## src/rtl/decode_stage.sv

```systemverilog
// decode_stage: registered RV32I decode stage with valid/ready handshakes, optional skid buffer and flush
module decode_stage #(
  parameter int DWIDTH  = 32,
  parameter int AWIDTH  = 32,
  parameter int SKID_EN = 1
) (
  input  logic              clk,
  input  logic              rst,
  input  logic              flush_i,
  input  logic              in_valid_i,
  output logic              in_ready_o,
  input  logic [DWIDTH-1:0] insn_i,
  input  logic [AWIDTH-1:0] pc_i,
  output logic              out_valid_o,
  input  logic              out_ready_i,
  output logic [AWIDTH-1:0] pc_o,
  output logic [DWIDTH-1:0] insn_o,
  output logic [6:0]        opcode_o,
  output logic [4:0]        rd_o,
  output logic [4:0]        rs1_o,
  output logic [4:0]        rs2_o,
  output logic [2:0]        funct3_o,
  output logic [6:0]        funct7_o,
  output logic [4:0]        shamt_o,
  output logic [DWIDTH-1:0] imm_o,
  output logic              illegal_o
);
  typedef struct packed {
    logic [AWIDTH-1:0] pc;
    logic [DWIDTH-1:0] insn;
    logic [6:0]        opcode;
    logic [4:0]        rd;
    logic [4:0]        rs1;
    logic [4:0]        rs2;
    logic [2:0]        funct3;
    logic [6:0]        funct7;
    logic [4:0]        shamt;
    logic [DWIDTH-1:0] imm;
    logic              illegal;
  } bundle_t;
  bundle_t dec, out_d, out_q, skid_d, skid_q;
  logic out_valid_d, out_valid_q, skid_valid_d, skid_valid_q, in_fire, out_fire;
  logic [6:0] op, f7;
  logic [2:0] f3;
  logic is_i, is_s, is_b, is_u, is_j, is_op, is_misc, is_shift, f7_ok, bad;
  always_comb begin
    op       = insn_i[6:0];
    f3       = insn_i[14:12];
    f7       = insn_i[31:25];
    is_i     = op inside {7'b0000011, 7'b0010011, 7'b1100111, 7'b1110011};
    is_s     = op == 7'b0100011;
    is_b     = op == 7'b1100011;
    is_u     = op inside {7'b0110111, 7'b0010111};
    is_j     = op == 7'b1101111;
    is_op    = op == 7'b0110011;
    is_misc  = op == 7'b0001111;
    is_shift = op == 7'b0010011 && f3[1:0] == 2'b01;
    f7_ok    = f7 == 7'b0000000 || f7 == 7'b0100000;
    bad      = insn_i[1:0] != 2'b11 || !(is_i || is_s || is_b || is_u || is_j || is_op || is_misc)
            || (is_op && (!f7_ok || (f7[5] && f3 != 3'b000 && f3 != 3'b101)))
            || (is_shift && (!f7_ok || (f3 == 3'b001 && f7[5])));
    dec.pc      = pc_i;
    dec.insn    = insn_i;
    dec.opcode  = op;
    dec.funct3  = f3;
    dec.funct7  = (is_op || is_shift) ? f7 : 7'd0;
    dec.shamt   = insn_i[24:20];
    dec.illegal = bad;
    dec.rd      = (bad || is_s || is_b) ? 5'd0 : insn_i[11:7];
    dec.rs1     = (bad || is_u || is_j) ? 5'd0 : insn_i[19:15];
    dec.rs2     = (bad || is_i || is_u || is_j) ? 5'd0 : insn_i[24:20];
    dec.imm     = is_i ? {{20{insn_i[31]}}, insn_i[31:20]}
                : is_s ? {{20{insn_i[31]}}, insn_i[31:25], insn_i[11:7]}
                : is_b ? {{19{insn_i[31]}}, insn_i[31], insn_i[7], insn_i[30:25], insn_i[11:8], 1'b0}
                : is_u ? {insn_i[31:12], 12'd0}
                : is_j ? {{11{insn_i[31]}}, insn_i[31], insn_i[19:12], insn_i[20], insn_i[30:21], 1'b0}
                : '0;
  end
  assign in_ready_o = (SKID_EN != 0) ? !skid_valid_q : (out_ready_i || !out_valid_q);
  assign in_fire    = in_valid_i && in_ready_o;
  assign out_fire   = out_valid_q && out_ready_i;
  // The skid entry is only ever filled while the output register is stalled, so it always drains first.
  always_comb begin
    out_d        = out_q;
    skid_d       = skid_q;
    out_valid_d  = out_valid_q;
    skid_valid_d = skid_valid_q;
    if (flush_i) begin
      out_valid_d  = 1'b0;
      skid_valid_d = 1'b0;
    end else if (out_fire || !out_valid_q) begin
      out_valid_d  = skid_valid_q || in_fire;
      out_d        = skid_valid_q ? skid_q : in_fire ? dec : out_q;
      skid_valid_d = 1'b0;
    end else if (in_fire) begin
      skid_d       = dec;
      skid_valid_d = 1'b1;
    end
  end
  always_ff @(posedge clk) begin
    if (!rst) begin
      out_q        <= '0;
      skid_q       <= '0;
      out_valid_q  <= 1'b0;
      skid_valid_q <= 1'b0;
    end else begin
      out_q        <= out_d;
      skid_q       <= skid_d;
      out_valid_q  <= out_valid_d;
      skid_valid_q <= skid_valid_d;
    end
  end
  assign out_valid_o = out_valid_q;
  assign pc_o        = out_q.pc;
  assign insn_o      = out_q.insn;
  assign opcode_o    = out_q.opcode;
  assign rd_o        = out_q.rd;
  assign rs1_o       = out_q.rs1;
  assign rs2_o       = out_q.rs2;
  assign funct3_o    = out_q.funct3;
  assign funct7_o    = out_q.funct7;
  assign shamt_o     = out_q.shamt;
  assign imm_o       = out_q.imm;
  assign illegal_o   = out_q.illegal;
endmodule

```

## config.mk

```make
export PLATFORM = sky130hd
export DESIGN_NAME = decode_stage
export DESIGN_NICKNAME = d
export VERILOG_FILES = /design/src/rtl/decode_stage.sv
export SDC_FILE = /design/constraint.sdc
export NUM_CORES = 1
export LEC_CHECK = 0
export BUFFER_PORTS_ARGS = -buffer_cell sky130_fd_sc_hd__buf_2
export CAP_MARGIN = 20
export CORE_UTILIZATION = 50
export CTS_BUF_LIST = sky130_fd_sc_hd__clkbuf_8
export CTS_CLUSTER_DIAMETER = 120
export DETAILED_ROUTE_END_ITERATION = 10
export HOLD_SLACK_MARGIN = 0.1
export PLACE_DENSITY = 0.75
export SYNTH_ARGS = -nofsm -noshare
export SYNTH_HDL_FRONTEND = slang
export SYNTH_SLANG_ARGS = --single-unit
```

## constraint.sdc

```tcl
create_clock -name clk -period 1.9 [get_ports clk]
set_input_delay 0.38 -clock clk [delete_from_list [all_inputs] [get_ports clk]]
set_output_delay 0.38 -clock clk [all_outputs]
set_load 0.005 [all_outputs]
```

==> impl_results.md, run 1 <==
* Crit path DAT at about 1400 ps
* All-Layer GR Usage at about 26%
* Worst R2R Start: skid_valid_q
* Ys Warns at 0
* Outcome: completed
* Slew headroom at between 40% and 50%
* Hold Vio Cnt, Final at 0
* Clk sinks at 240
* Post-Syn Nets at ~1,200
* Number of vias per cell at between 5 and 6
* Final Skew at between 10 and 15 ps
* Tcrit/Tclk final at around 94%
* Max Fclk at around 0.56 GHz
* Crit-path cells: inv_1 -> buf_4 -> buf_2
* Most frequent cells in the layout: 267 x nand2_1, 239 x dfxtp_1, 203 x buf_2
* Seq cells post-synth at 240
* Total Routed Length at between 20,000 and 30,000 um
* Yosys cell types at 54
* Endpoints failing setup at 0
* R2R Path End: skid_q[1]
* Crit. Startpoint: skid_valid_q
* Largest net degree at the start of global routing at around 120
* Fraction of layout instances using a drive strength above 1 at 24.7%
* Mapped Cells at 1,174
* CP Capture Type: primary output
* CP Launch Type: flop
* Crit path required time at about 1500 ps
* Num CTS Buffers at 40
* Die W at roughly 150 um
* Sequential fraction of design power at 49.6%
* Post-CTS setup buffer count at 0
* Ports at roughly 210
* Vias in the first global route at between 8,000 and 9,000
* Vias at between 9,000 and 10,000
* DR DRC count at 0
* Remaining antenna violation count at 0
* Combinational group share of total power at between 10% and 20%
* Post-synth ARST share at 0%
* Fill count at about 1,700
* Clock Path Buffers at 3
* Synth Flop Type: dfxtp_1
* CP max stage cell: dfxtp_4
* Commonest non-fill, non-tap cell in the layout: nand2_1
* Internal power at around 8.0 mW
* # Max-Cap Violations at 0
* Total grt overflow at 0
* DIE HEIGHT at between 100 and 150 um
* Post-layout min period at between 1500 and 2000 ps
* Clk slew on worst S/H paths at ~60 ps
* Max H-tree Level at 2
* Slew Limit Fails at 0
* Critical path buffers and inverters at 3
* Kind of critical path: flop to primary output
* Worst skew pair latency at 530 ps
* Placer Congestion at 0.902
* Worst setup path end: in_ready_o
* Slowest stage delay, CP at approximately 370 ps
* Number of DRC markers in iteration 0 at roughly 700
* Die ar. at roughly 21,000 sq um
* Post-layout util at a little under two thirds
* Core area at 20,200 sq um
* IO buf count at just over 200
* Peak supply drop at approximately 560 uV
* Crit. path cell count at 3
* Worst slew pin tran at between 800 and 900 ps
* R2r worst-path depth at 6
* Row count at 52
* Number of synthesized flops with an enable pin at 0
* Pwr dens at approximately 830 nW/um^2
* Initial core utilization at 51.1%
* Post-DP HPWL at between 15,000 and 20,000 um
* CP top delay family: buffers and inverters
* Area of the mapped netlist at about 10,000 sq um
* RSZ-0062 raised after global routing: no
* Hold WC Path Type: primary input to flop
* CTS tree: done
* Sw Share at roughly a quarter
* Total Neg Setup Slack at 0 ps
* First-pass GRT wire length at 44,700 um
* Nets at between 1,000 and 1,500
* Crit-path max FO at 22
* Pre-Repair DR Iteration Count at 5
* Seq/Total Area, Yosys at a little under half
* Sw Pwr at between 2 and 3 mW
* Leakage at ~5.8 nW
* WL/cell at approximately 16 um
* Area Overhead vs Synth at 24.6%
* Initial antenna violation count at 1
* FF-to-FF setup slack at roughly 130 ps
* Clock tree root driver cell: clkbuf_8
* Clock power frac at 39.7%
* Post-synthesis area per instance at around 9 sq um
[cells in the mapped netlist (6+ instances only)]
library cell    n  share of area [%]
o21ai_0        44                2.1
a31oi_1        13               0.79
dfxtp_1       240                 46
clkbuf_1       61                2.2
nor2_1         30                1.1
buf_4          15                1.1
nor3b_1         6               0.44
o211ai_1       18                1.3
nand3_1        28                1.4
a32o_1         10               0.97
or3_1          13               0.79
mux2i_1        56                5.4
buf_1          11               0.40
nand2_1       267                9.7
a221oi_1       14                1.2
nor2b_1        12               0.73
buf_2          33                1.6
a211oi_1        8               0.58
a21oi_1        49                2.4
o211a_1        63                6.1
o21ai_1        20               0.97
a21boi_1       83                6.0
o221ai_1       15                1.3
[through the flow]
step | instances | setup WS [ps] | instance area (sq um) | total power [mW] | hold slack (ps)
2_1_floorplan | 1174 | 95.8 | 10300 | 5.97 | 431
5_1_grt | 1697 | 22.2 | 12900 | 11.1 | 109
4_1_cts | 1696 | 108 | 12900 | 10.8 | 101
3_5_place_dp | 1604 | -258 | 11900 | 6.49 | 444
3_3_place_gp | 1604 | -162 | 11900 | 6.47 | 437
6_report | 1697 | 106 | 12900 | 10.7 | 114
[state kept, by name, summed over array words and instances, names as in the netlist]
register	flops
insn_o	32
rd_o	5
rs1_o	5
funct7_o	7
pc_o	32
out_valid_o	1
skid_q	119
imm_o	32
rs2_o	5
skid_valid_q	1
illegal_o	1
[logic make-up (layout without fill, tap and decap cells)]
kind of cell | after synthesis | after routing | synth area share [%]
XOR/XNOR | 2 | 2 | 0.169
multiplexers | 56 | 56 | 5.42
flip-flops | 240 | 240 | 46.5
AND/OR/NAND/NOR | 392 | 392 | 16.8
other | 0 | 1 | 0
AO/OA/AOI/OAI | 360 | 360 | 25.7
buffers and inverters | 124 | 376 | 5.52
[final cells by class]
cell class,instances,area (sq um),area share (%)
Multi-Input combinational cell,810,4990,38.7
Sequential cell,240,4810,37.3
Timing Repair Buffer,310,2020,15.6
Clock buffer,48,661,5.13
Tap cell,270,338,2.62
Clock inverter,15,63.8,0.495
Inverter,3,11.3,0.0874
Antenna cell,1,2.50,0.0194
[worst min-delay path: stages]
cell,delay [ps]
buf_2,110
nand2_1,50
a21boi_1,50
[power groups by stage]
| stage | clock [mW] | sequential, mW | combinational (mW) |
|---|---|---|---|
| finish | 4.24 | 5.29 | 1.14 |
| global route | 4.54 | 5.31 | 1.24 |
| CTS | 4.32 | 5.29 | 1.14 |
| detailed placement | 0 | 5.40 | 1.09 |
| global placement | 0 | 5.40 | 1.07 |
| floorplan | 0 | 5.41 | 0.563 |
[routing by layer]
metal / vias to the layer above / GRT usage [%] / share of wire [%]
met1: 4578 / 35.0 / 45
met5: - / 0 / 0
met4: 0 / 8.26 / 2.2
li1: 4620 / - / -
met3: 42 / 4.14 / 6.4
met2: 315 / 41.4 / 46
[how the worst min path moves through the flow]
stage                          start     endpoint  slack [ps]  cells past startpoint
after CTS                    pc_i[9]  skid_q[111]         100                      3
after floorplan           skid_q[10]   skid_q[10]         430                      2
final                        pc_i[7]  skid_q[109]         110                      3
after detailed placement   imm_o[18]    imm_o[18]         440                      2
after global placement     imm_o[15]    imm_o[15]         440                      2
after global routing         pc_i[7]  skid_q[109]         110                      3
[timing repair]
action | in CTS | in global routing
gates resized for setup | 1 | 3
hold endpoints to repair | 29 | 0
setup endpoints to repair | 2 | 4
hold buffers | 29 | 0
Power figures use the tool's default switching activity.
==> run 2: changes to the inputs <==
PLACE_DENSITY = 0.72   (was 0.75)
clock period = 2.3 ns   (was 1.9 ns; I/O delays follow)
==> run 2 against run 1 <==
Critical path depth is 1 higher. Cell count is 3.2% lower. Setup slack better by 210 ps. First-iteration DRC count is 9.5% lower. Register-to-register slack better by 190 ps. Routed wire length is 1.8% lower. Final area is 3.9% lower. Global-route usage is 0.46 points lower. Via count is 3.0% lower. Clock power is 14% lower. Sequential share of layout area is 1.5 points higher. Clock-buffer cell count is 3 higher.
==> impl_results.md, run 2 (same netlist as run 1, synthesis figures left out) <==
* Final Instance Area at 12,400 sq um (-3.9%)
* WL/cell at 16.7 um (+1.5%)
* Clock Path Buffers at 3 (unchanged)
* Vias in the first global route at 8,478 (-4.0%)
* Initial antenna violation count at 1 (unchanged)
* Placer Congestion at 0.869 (-3.7%)
* Final Skew at 26.0 ps (+14.0 ps)
* Most frequent cells in the layout: 267 x nand2_1, 239 x dfxtp_1, 203 x buf_2
* R2R Path End: imm_o[11]
* Worst skew pair latency at 540 ps (about the same)
* Remaining antenna violation count at 0 (unchanged)
* Core area at 20,200 sq um (unchanged)
* Crit-path max FO at 109 (+400%)
* Pwr dens at 715 nW/um^2 (-14%)
* IO buf count at 204 (unchanged)
* Total Routed Length at 27,400 um (-1.8%)
* Hold WC Path Type: primary input to flop
* Endpoints failing setup at 0 (unchanged)
* Number of vias per cell at 5.64 (+0.20%)
* DR DRC count at 0 (unchanged)
* Clk sinks at 240 (unchanged)
* Slew headroom at 41.2% (-3.3 points)
* Kind of critical path: flop to flop
* CTS resizes at 0 (-1)
* Fraction of layout instances using a drive strength above 1 at 23.6% (-1.1 points)
* Pre-Repair DR Iteration Count at 6 (+1)
* Post-place setup slack at 37.0 ps (+295 ps)
* Sw Share at 25.0% (-0.097 points)
* Num CTS Buffers at 40 (unchanged)
* Crit path required time at 2700 ps (+1180 ps)
* Ports at 205 (unchanged)
* Area Overhead vs Synth at 19.8%
* Combinational group share of total power at 9.6% (-1.1 points)
* R2r worst-path depth at 4 (-2)
* Total Neg Setup Slack at 0 ps (unchanged)
* Commonest non-fill, non-tap cell in the layout: nand2_1
* Worst Hold Endpoint: skid_q[117]
* Clock power frac at 41.1% (+1.4 points)
* Worst slew pin tran at 882 ps (+49.1 ps)
* Max FFs per register at 119 (unchanged)
* Row count at 52 (unchanged)
* Sw Pwr at 2.21 mW (-17%)
* Initial core utilization at 51.1% (unchanged)
* Vias at 9,264 (-3.0%)
* Peak supply drop at 443 uV (-21%)
* Outcome: completed
* Slew Limit Fails at 0 (unchanged)
* Tcrit/Tclk final at a little under nine tenths
* CP Launch Type: flop
* Hold Vio Cnt, Final at 0 (unchanged)
* Setup WS post-layout at 315 ps (+209 ps)
* Post-CTS setup buffer count at 0 (unchanged)
* RSZ-0062 raised after global routing: no
* Clk slew on worst S/H paths at 70 ps (about the same)
* Post-layout min period at just under 2000 ps
* Largest reg by FF count: skid_q
* Min-Delay Startpoint: pc_i[15]
* Area post-placement at 11,600 sq um (-2.1%)
* Nets at 1,414 (-4.1%)
* All-Layer GR Usage at 25.2% (-0.46 points)
* FF-to-FF setup slack at 320 ps (+190 ps)
* Internal power at 6.65 mW (-17%)
* Hold-critical path depth at 3 (unchanged)
* DIE HEIGHT at 146 um (unchanged)
* # Max-Cap Violations at 0 (unchanged)
* Crit path DAT at 2390 ps (+980 ps)
* Post-DP HPWL at 17,500 um (-2.2%)
* Max H-tree Level at 2 (unchanged)
* CP Capture Type: flop
* Worst R2R Start: skid_valid_q
* Max Fclk at a little over 0.5 GHz
* Number of hold buffers added after CTS at 0 (-100%)
* Leakage at 5.53 nW (-4.3%)
* Die W at 146 um (unchanged)
* Number of DRC markers in iteration 0 at 646 (-9.5%)
* Clock tree root driver cell: clkbuf_8
* Die ar. at 21,300 sq um (unchanged)
* Total grt overflow at 0 (unchanged)
* Sequential fraction of design power at 49.3% (-0.3 points)
* First-pass GRT wire length at 44,000 um (-1.7%)
* CTS tree: done
* Largest net degree at the start of global routing at 110 (-5.2%)
[run 2: changes by cell type in the layout (fill, tap and decap cells not counted), sizes merged]
cell         change
buf             -31
clkinv           +4
clkbuf           +3
inv              -2
dlygate4sd3     -29
[run 2: worst max path at each step]
stage                  from    endpoint  slack, ps  cells past startpoint
5_1_grt        skid_valid_q   imm_o[11]        170                      4
3_5_place_dp      insn_i[4]   imm_o[18]         40                      8
6_report       skid_valid_q   imm_o[11]        320                      4
2_1_floorplan   out_ready_i  skid_q[48]        420                      7
4_1_cts        skid_valid_q   imm_o[11]        300                      4
3_3_place_gp      insn_i[6]  skid_q[24]        120                      6
[run 2: metrics by stage]
stage,power (mW),std cells,util (%),hold slack [ps]
2_1_floorplan,4.93,1174,-,431
3_3_place_gp,5.30,1573,57.4,437
3_5_place_dp,5.31,1573,57.4,441
4_1_cts,8.95,1641,61.2,145
5_1_grt,9.21,1642,61.2,168
6_report,8.86,1642,61.2,171
[run 2: final cells by class]
class,count,area [sq um]
inverter,3,11.3
sequential,240,4810
multi-input combinational,810,4980
tap,270,338
fill,1792,7850
clock inverter,17,71.3
timing repair buffer,250,1470
clock buffer,51,702
antenna,1,2.50
[run 2: critical path, cell delays in order, from the launching register on]
cell and delay (ps):
dfxtp_4 450, buf_12 480, nor2_1 310, a221oi_1 450, nor2_1 80
[run 2: power by group through the flow]
| stage | Clock (mW) | Sequential (mW) | Combinational [mW] |
|---|---|---|---|
| global placement | 0 | 4.46 | 0.840 |
| floorplan | 0 | 4.47 | 0.465 |
| CTS | 3.73 | 4.37 | 0.853 |
| finish | 3.64 | 4.37 | 0.853 |
| global route | 3.89 | 4.39 | 0.930 |
| detailed placement | 0 | 4.46 | 0.848 |
[run 2: per-layer routing]
layer  share of wire (%)  vias to the layer above  global-route usage, %
met4                 1.5                        0                   8.26
met5                   0                        -                      0
met3                 5.5                       37                   3.76
li1                    -                     4505                      -
met1                  47                     4456                   34.7
met2                  46                      266                   40.3
